--- config.mk ---
export PLATFORM = sky130hd
export DESIGN_NAME = copia_memoria_dados_flat
export DESIGN_NICKNAME = d
export VERILOG_FILES = /design/src/rtl/copia_memoria_dados_if.sv /design/src/rtl/copia_memoria_dados.sv /design/src/flat_wrapper.sv
export SDC_FILE = /design/constraint.sdc
export NUM_CORES = 1
export LEC_CHECK = 0
export BUFFER_PORTS_ARGS = -buffer_cell sky130_fd_sc_hd__buf_2
export CAP_MARGIN = 40
export CORE_ASPECT_RATIO = 0.6
export CORE_MARGIN = 3
export CORE_UTILIZATION = 30
export DETAILED_ROUTE_END_ITERATION = 12
export PLACE_DENSITY = 0.54
export SKIP_CTS_REPAIR_TIMING = 1
export SYNTH_ARGS = -nofsm -noshare
export SYNTH_HDL_FRONTEND = slang
export SYNTH_SLANG_ARGS = --single-unit
--- constraint.sdc ---
create_clock -name clock -period 2.3 [get_ports clock]
set_input_delay 0.115 -clock clock [delete_from_list [all_inputs] [get_ports clock]]
set_output_delay 0.115 -clock clock [all_outputs]
set_load 0.01 [all_outputs]
--- src/rtl/copia_memoria_dados_if.sv ---
// Data-memory bus driven by the transfer engine: address, write data, strobes and read data.
interface copia_memoria_dados_if #(
  parameter int LARGURA_END  = 8,
  parameter int LARGURA_DADO = 8
);
  logic [LARGURA_END-1:0]  endereco;
  logic [LARGURA_DADO-1:0] dadoEscrito;
  logic                    escMem;
  logic                    lerMem;
  logic [LARGURA_DADO-1:0] dadoLido;

  modport master (output endereco, output dadoEscrito, output escMem, output lerMem,
                  input dadoLido);
  modport slave  (input endereco, input dadoEscrito, input escMem, input lerMem,
                  output dadoLido);
endinterface

--- src/rtl/copia_memoria_dados.sv ---
// Memory-to-memory copy/fill engine on the 8-bit data-memory port.
// Optional running XOR of written bytes on port soma when SOMA_VERIFICACAO_EN is defined.
module copia_memoria_dados #(
  parameter int LARGURA_END  = 8,
  parameter int LARGURA_DADO = 8
) (
  input  logic                    clock,
  input  logic                    reset_n,
  input  logic                    inicio,
  input  logic                    modo,
  input  logic [LARGURA_END-1:0]  origem,
  input  logic [LARGURA_END-1:0]  destino,
  input  logic [LARGURA_END:0]    tamanho,
  input  logic [LARGURA_DADO-1:0] valor_preenche,
  input  logic                    aborta,
  copia_memoria_dados_if.master   mem,
  output logic                    ocupado,
  output logic                    concluido,
`ifdef SOMA_VERIFICACAO_EN
  output logic [LARGURA_DADO-1:0] soma,
`endif
  output logic [LARGURA_END:0]    restante
);

  localparam logic [1:0] OCIOSO  = 2'd0;
  localparam logic [1:0] LEITURA = 2'd1;
  localparam logic [1:0] ESCRITA = 2'd2;
  localparam logic [1:0] FIM     = 2'd3;

  localparam logic [LARGURA_END:0]   CNT_MAX = {1'b1, {LARGURA_END{1'b0}}};
  localparam logic [LARGURA_END:0]   CNT_UM  = {{LARGURA_END{1'b0}}, 1'b1};
  localparam logic [LARGURA_END-1:0] END_UM  = {{(LARGURA_END-1){1'b0}}, 1'b1};

  logic [1:0]              estado_q, estado_d;
  logic                    modo_q, modo_d;
  logic [LARGURA_DADO-1:0] valor_q, valor_d;
  logic [LARGURA_END-1:0]  src_q, src_d;
  logic [LARGURA_END-1:0]  dst_q, dst_d;
  logic [LARGURA_END:0]    restante_q, restante_d;
  logic [LARGURA_END-1:0]  endereco_q, endereco_d;
  logic [LARGURA_DADO-1:0] dado_q, dado_d;
  logic                    esc_q, esc_d;
  logic                    ler_q, ler_d;
  logic                    ocupado_q, ocupado_d;
  logic                    concluido_q, concluido_d;
  logic [LARGURA_END:0]    contagem;
`ifdef SOMA_VERIFICACAO_EN
  logic [LARGURA_DADO-1:0] soma_q, soma_d;
`endif

  always_comb begin
    contagem = (tamanho > CNT_MAX) ? CNT_MAX : tamanho;
  end

  // Output registers are loaded with the values of the state being entered,
  // so every bus signal is a clean flop output during its cycle.
  always_comb begin
    estado_d    = estado_q;
    modo_d      = modo_q;
    valor_d     = valor_q;
    src_d       = src_q;
    dst_d       = dst_q;
    restante_d  = restante_q;
    endereco_d  = endereco_q;
    dado_d      = dado_q;
    esc_d       = 1'b0;
    ler_d       = 1'b0;
    ocupado_d   = ocupado_q;
    concluido_d = 1'b0;
`ifdef SOMA_VERIFICACAO_EN
    soma_d      = soma_q;
`endif
    case (estado_q)
      OCIOSO: begin
        if (inicio) begin
          modo_d     = modo;
          valor_d    = valor_preenche;
          src_d      = origem;
          dst_d      = destino;
          restante_d = contagem;
          ocupado_d  = 1'b1;
`ifdef SOMA_VERIFICACAO_EN
          soma_d     = '0;
`endif
          if (contagem == '0) begin
            estado_d    = FIM;
            concluido_d = 1'b1;
          end else if (modo) begin
            estado_d   = ESCRITA;
            endereco_d = destino;
            dado_d     = valor_preenche;
            esc_d      = 1'b1;
          end else begin
            estado_d   = LEITURA;
            endereco_d = origem;
            ler_d      = 1'b1;
          end
        end
      end
      LEITURA: begin
        if (aborta) begin
          estado_d    = FIM;
          concluido_d = 1'b1;
        end else begin
          estado_d   = ESCRITA;
          endereco_d = dst_q;
          dado_d     = mem.dadoLido;
          esc_d      = 1'b1;
        end
      end
      ESCRITA: begin
        // The write in flight always commits, even when aborting.
        restante_d = restante_q - CNT_UM;
        src_d      = src_q + END_UM;
        dst_d      = dst_q + END_UM;
`ifdef SOMA_VERIFICACAO_EN
        soma_d     = soma_q ^ dado_q;
`endif
        if (aborta || restante_q == CNT_UM) begin
          estado_d    = FIM;
          concluido_d = 1'b1;
        end else if (modo_q) begin
          endereco_d = dst_q + END_UM;
          dado_d     = valor_q;
          esc_d      = 1'b1;
        end else begin
          estado_d   = LEITURA;
          endereco_d = src_q + END_UM;
          ler_d      = 1'b1;
        end
      end
      FIM: begin
        estado_d  = OCIOSO;
        ocupado_d = 1'b0;
      end
      default: estado_d = OCIOSO;
    endcase
  end

  always_ff @(posedge clock or negedge reset_n) begin
    if (!reset_n) begin
      estado_q    <= OCIOSO;
      modo_q      <= 1'b0;
      valor_q     <= '0;
      src_q       <= '0;
      dst_q       <= '0;
      restante_q  <= '0;
      endereco_q  <= '0;
      dado_q      <= '0;
      esc_q       <= 1'b0;
      ler_q       <= 1'b0;
      ocupado_q   <= 1'b0;
      concluido_q <= 1'b0;
`ifdef SOMA_VERIFICACAO_EN
      soma_q      <= '0;
`endif
    end else begin
      estado_q    <= estado_d;
      modo_q      <= modo_d;
      valor_q     <= valor_d;
      src_q       <= src_d;
      dst_q       <= dst_d;
      restante_q  <= restante_d;
      endereco_q  <= endereco_d;
      dado_q      <= dado_d;
      esc_q       <= esc_d;
      ler_q       <= ler_d;
      ocupado_q   <= ocupado_d;
      concluido_q <= concluido_d;
`ifdef SOMA_VERIFICACAO_EN
      soma_q      <= soma_d;
`endif
    end
  end

  assign mem.endereco    = endereco_q;
  assign mem.dadoEscrito = dado_q;
  assign mem.escMem      = esc_q;
  assign mem.lerMem      = ler_q;
  assign ocupado         = ocupado_q;
  assign concluido       = concluido_q;
  assign restante        = restante_q;
`ifdef SOMA_VERIFICACAO_EN
  assign soma            = soma_q;
`endif

endmodule

--- src/flat_wrapper.sv ---
// flat-port wrapper written by rule: the top's interface ports become plain ports
module copia_memoria_dados_flat 
#(
  parameter int LARGURA_END  = 8,
  parameter int LARGURA_DADO = 8
)
  (clock, reset_n, inicio, modo, origem, destino, tamanho, valor_preenche, aborta, ocupado, concluido, restante, mem_endereco, mem_dadoEscrito, mem_escMem, mem_lerMem, mem_dadoLido);
  copia_memoria_dados_if #(.LARGURA_END(LARGURA_END), .LARGURA_DADO(LARGURA_DADO)) mem_i ();
  input  logic clock;
  input  logic reset_n;
  input  logic inicio;
  input  logic modo;
  input  logic [LARGURA_END-1:0] origem;
  input  logic [LARGURA_END-1:0] destino;
  input  logic [LARGURA_END:0] tamanho;
  input  logic [LARGURA_DADO-1:0] valor_preenche;
  input  logic aborta;
  output logic ocupado;
  output logic concluido;
  output logic [LARGURA_END:0] restante;
  output wire logic [$bits(mem_i.endereco)-1:0] mem_endereco;
  output wire logic [$bits(mem_i.dadoEscrito)-1:0] mem_dadoEscrito;
  output wire logic [$bits(mem_i.escMem)-1:0] mem_escMem;
  output wire logic [$bits(mem_i.lerMem)-1:0] mem_lerMem;
  input wire logic [$bits(mem_i.dadoLido)-1:0] mem_dadoLido;
  assign mem_endereco = mem_i.endereco;
  assign mem_dadoEscrito = mem_i.dadoEscrito;
  assign mem_escMem = mem_i.escMem;
  assign mem_lerMem = mem_i.lerMem;
  assign mem_i.dadoLido = mem_dadoLido;
  copia_memoria_dados #(.LARGURA_END(LARGURA_END), .LARGURA_DADO(LARGURA_DADO)) u_core (.clock(clock), .reset_n(reset_n), .inicio(inicio), .modo(modo), .origem(origem), .destino(destino), .tamanho(tamanho), .valor_preenche(valor_preenche), .aborta(aborta), .mem(mem_i), .ocupado(ocupado), .concluido(concluido), .restante(restante));
endmodule
==> impl_metrics.tcl <==
set metrics [dict create \
    status "finished with violations" \
    violations "negative setup slack" \
    cpPeakStageDelay_ns 0.40 \
    num_rows 29 \
    crit_path_top_delay_cell "dfrtp_1" \
    crit_start "u_core.estado_q[1]" \
    start_util_pct 31.6 \
    async_reset_ff_share_pct 100 \
    setup_ws_ns -0.0273 \
    port-buffer-count 74 \
    area_delta_synth_final_pct 24.8 \
    first_global_vias 3081 \
    drv_cap 0 \
    yosysUniqueCellTypes 48 \
    final_nets 517 \
    clock-root-buffer "clkbuf_16" \
    maxSlewHeadroom_pct 71.2 \
    vdd_drop_max_v 0.000559 \
    power.density_nw_per_um2 1620 \
    dpl.hpwl_um 7750 \
    finalSetupViolCount 8 \
    routed_wl_um 10400 \
    worst_setup_path_start_kind "flip-flop" \
    via_per_inst 5.40 \
    clock_latency_ns 0.30 \
    die_h_um 88.8 \
    grt_max_degree 37 \
    slew_viol_final 0 \
    synthTopCellsByArea "dfrtp_1 41%, a21oi_1 6.1%, mux2_2 3.9%" \
    grt_usage_pct 16.3 \
    period_minus_slack_ns 2.33 \
    synth_top_area_share_pct 40.9 \
    final_cells 603 \
    num_io_pins 75 \
    multi_input_area_um2 1910 \
    path_class "reg -> reg" \
    yosysSeqAreaShare_pct 40.9 \
    hp-class "in -> reg" \
    synthesis.nets 435 \
    hold_ws_ns 0.0533 \
    clock-sinks 56 \
    wl_per_cell_um 17.2 \
    synth-main-ff-cell "dfrtp_1" \
    cts_htree_levels 2 \
    yosysTopAreaCell "dfrtp_1" \
    clockBufferDepth 2 \
    drtPass1Iterations 4 \
    fmax_mhz 430 \
    place_inst 592 \
    synth-seq-cells 56 \
    die-area_um2 12800 \
    ant_nets 0 \
    drc 0 \
    netlist_instances 381 \
    synth.cell_area_um2 3430 \
    cts_tree "yes" \
    clock_skew_ns 0.00595 \
    ys_warn_count 0 \
    core_area_um2 10800 \
    path_cells "buf_4, ha_4, a21o_1, a211o_1, a221o_1, or3_1, buf_6, mux2_4" \
    antenna_found_initial 0 \
    drive_gt1_share_pct 30.4 \
    rsz0062_at_grt "yes" \
    synth_edf_count 0 \
    finalCritPeriodShare_pct 101 \
    detailroute.via_count 3258 \
    cp.required_ns 2.49 \
    reg2reg_from "u_core.estado_q[1]" \
    final_hold_viol_count 0 \
    tightest_slew_ns 0.432 \
    grt_pass1_wl_um 16300 \
    finalWeightedCongestion 0.849 \
    grt_remaining_overflow 0 \
    drt_iter0_markers 176 \
    regArea_um2 1400 \
    cts_buffers 5 \
    crit_path_end_kind "flip-flop" \
    cp.arrival_ns 2.52 \
    syn_area_per_cell_um2 9.00 \
    p_leak_nw 1.91 \
    nFillCells 1097 \
    die_w_um 144 \
    hp-start "tamanho[4]" \
    antenna_cells 0 \
    crit_fanout 8 \
    path_clk_slew_ns 0.08 \
]
sequential cells by signal, summed over array words and instances, names as in the netlist, 2 cells and up:
name	flops
u_core.src_q	8
u_core.estado_q	2
u_core.valor_q	8
u_core.mem.endereco	8
u_core.restante	9
u_core.dst_q	8
u_core.mem.dadoEscrito	8
layer usage:
metal | track usage, % | vias up | routed length [µm] | share of wire [%]
li1 | - | 1569 | - | -
met2 | 24.1 | 104 | 4290 | 41
met1 | 24.3 | 1572 | 5370 | 52
met5 | 0 | - | 0 | 0
met3 | 3.29 | 13 | 563 | 5.4
met4 | 4.44 | 0 | 133 | 1.3
critical path: cells and delay by family, from the launching register on:
family,cells,cell delay [ns]
multiplexers,1,0.30
adder cells (fa/ha/maj),1,0.16
flip-flops,1,0.40
AO/OA/AOI/OAI,3,0.70
buffers and inverters,2,0.31
AND/OR/NAND/NOR,1,0.33
area by class of cell:
cell class                 instances  area share [%]
sequential                        56            32.7
multi-input combinational        288            44.6
tap                              139            4.06
clock buffer                       5            2.92
clock inverter                     3           0.585
inverter                           8           0.702
timing repair buffer             104            14.4
per-stage QoR:
step	utilization, %	total power [mW]	worst slack (ns)	setup TNS [ns]	instance area (µm²)
global placement	37.4	5.91	0.00311	0	4060
finish	39.4	6.92	-0.0273	-0.142	4280
detailed placement	37.6	6.01	-0.0297	-0.197	4080
floorplan	-	4.71	-0.0410	-0.328	3440
global route	39.4	7.51	-0.0858	-0.680	4280
CTS	39.0	6.84	-0.0558	-0.379	4230
worst paths after layout:
| kind | end | slack, ns | cells after the start |
|---|---|---|---|
| max reg2reg | u_core.mem.dadoEscrito[0] | -0.03 | 8 |
| max in group asynchronous | u_core.dst_q[0] | 1.53 | 4 |
| min in group asynchronous | u_core.restante[5] | 0.15 | 2 |
| min | u_core.restante[4] | 0.05 | 3 |
| min reg2reg | u_core.mem.endereco[0] | 0.48 | 1 |
| max | u_core.mem.dadoEscrito[0] | -0.03 | 8 |
cell families after synthesis:
kind of cell | Yosys count | share of synthesized area, %
compound gates | 128 | 23.2
simple gates | 113 | 15.7
flops | 56 | 40.9
buf+inv | 37 | 4.52
mux | 32 | 10.9
fa+ha+maj | 8 | 2.92
xor+xnor | 7 | 1.79
power by group:
part	leakage (nW)	internal [mW]	switching [mW]	total [mW]
Sequential	0.662	1.49	0.473	1.97
Clock	0.0708	0.413	0.392	0.805
Combinational	1.18	1.93	2.22	4.15
cells in the mapped netlist (2+ instances only):
master / count
a211o_1: 2
ha_1: 8
o21bai_1: 2
clkbuf_1: 23
nor2_1: 31
mux2_2: 12
a22oi_1: 15
a21oi_1: 42
mux2_4: 8
and3_1: 4
a211oi_1: 8
dfrtp_1: 56
o21ai_0: 24
a221oi_1: 2
a31oi_1: 3
nand2b_1: 3
nand4_1: 3
o22ai_1: 11
a31o_2: 2
xor2_1: 2
or4_1: 2
nand3_1: 19
inv_1: 8
a21o_1: 3
nand2_1: 26
nor3_1: 8
nor4_1: 2
xnor2_1: 5
nor2b_1: 10
buf_1: 3
o31ai_1: 5
mux2i_1: 12
buf_6: 2
cells in the final DEF, fill, tap and decap left out, types with 10 or more instances in the layout:
| master | n |
|---|---|
| o21ai_0 | 24 |
| o22ai_1 | 11 |
| mux2_2 | 12 |
| mux2i_1 | 11 |
| buf_4 | 27 |
| buf_2 | 74 |
| nor2_1 | 31 |
| dfrtp_1 | 56 |
| a21oi_1 | 42 |
| a22oi_1 | 15 |
| nand3_1 | 19 |
| nand2_1 | 26 |
| nor2b_1 | 10 |
(Power assumes the default switching activity.)
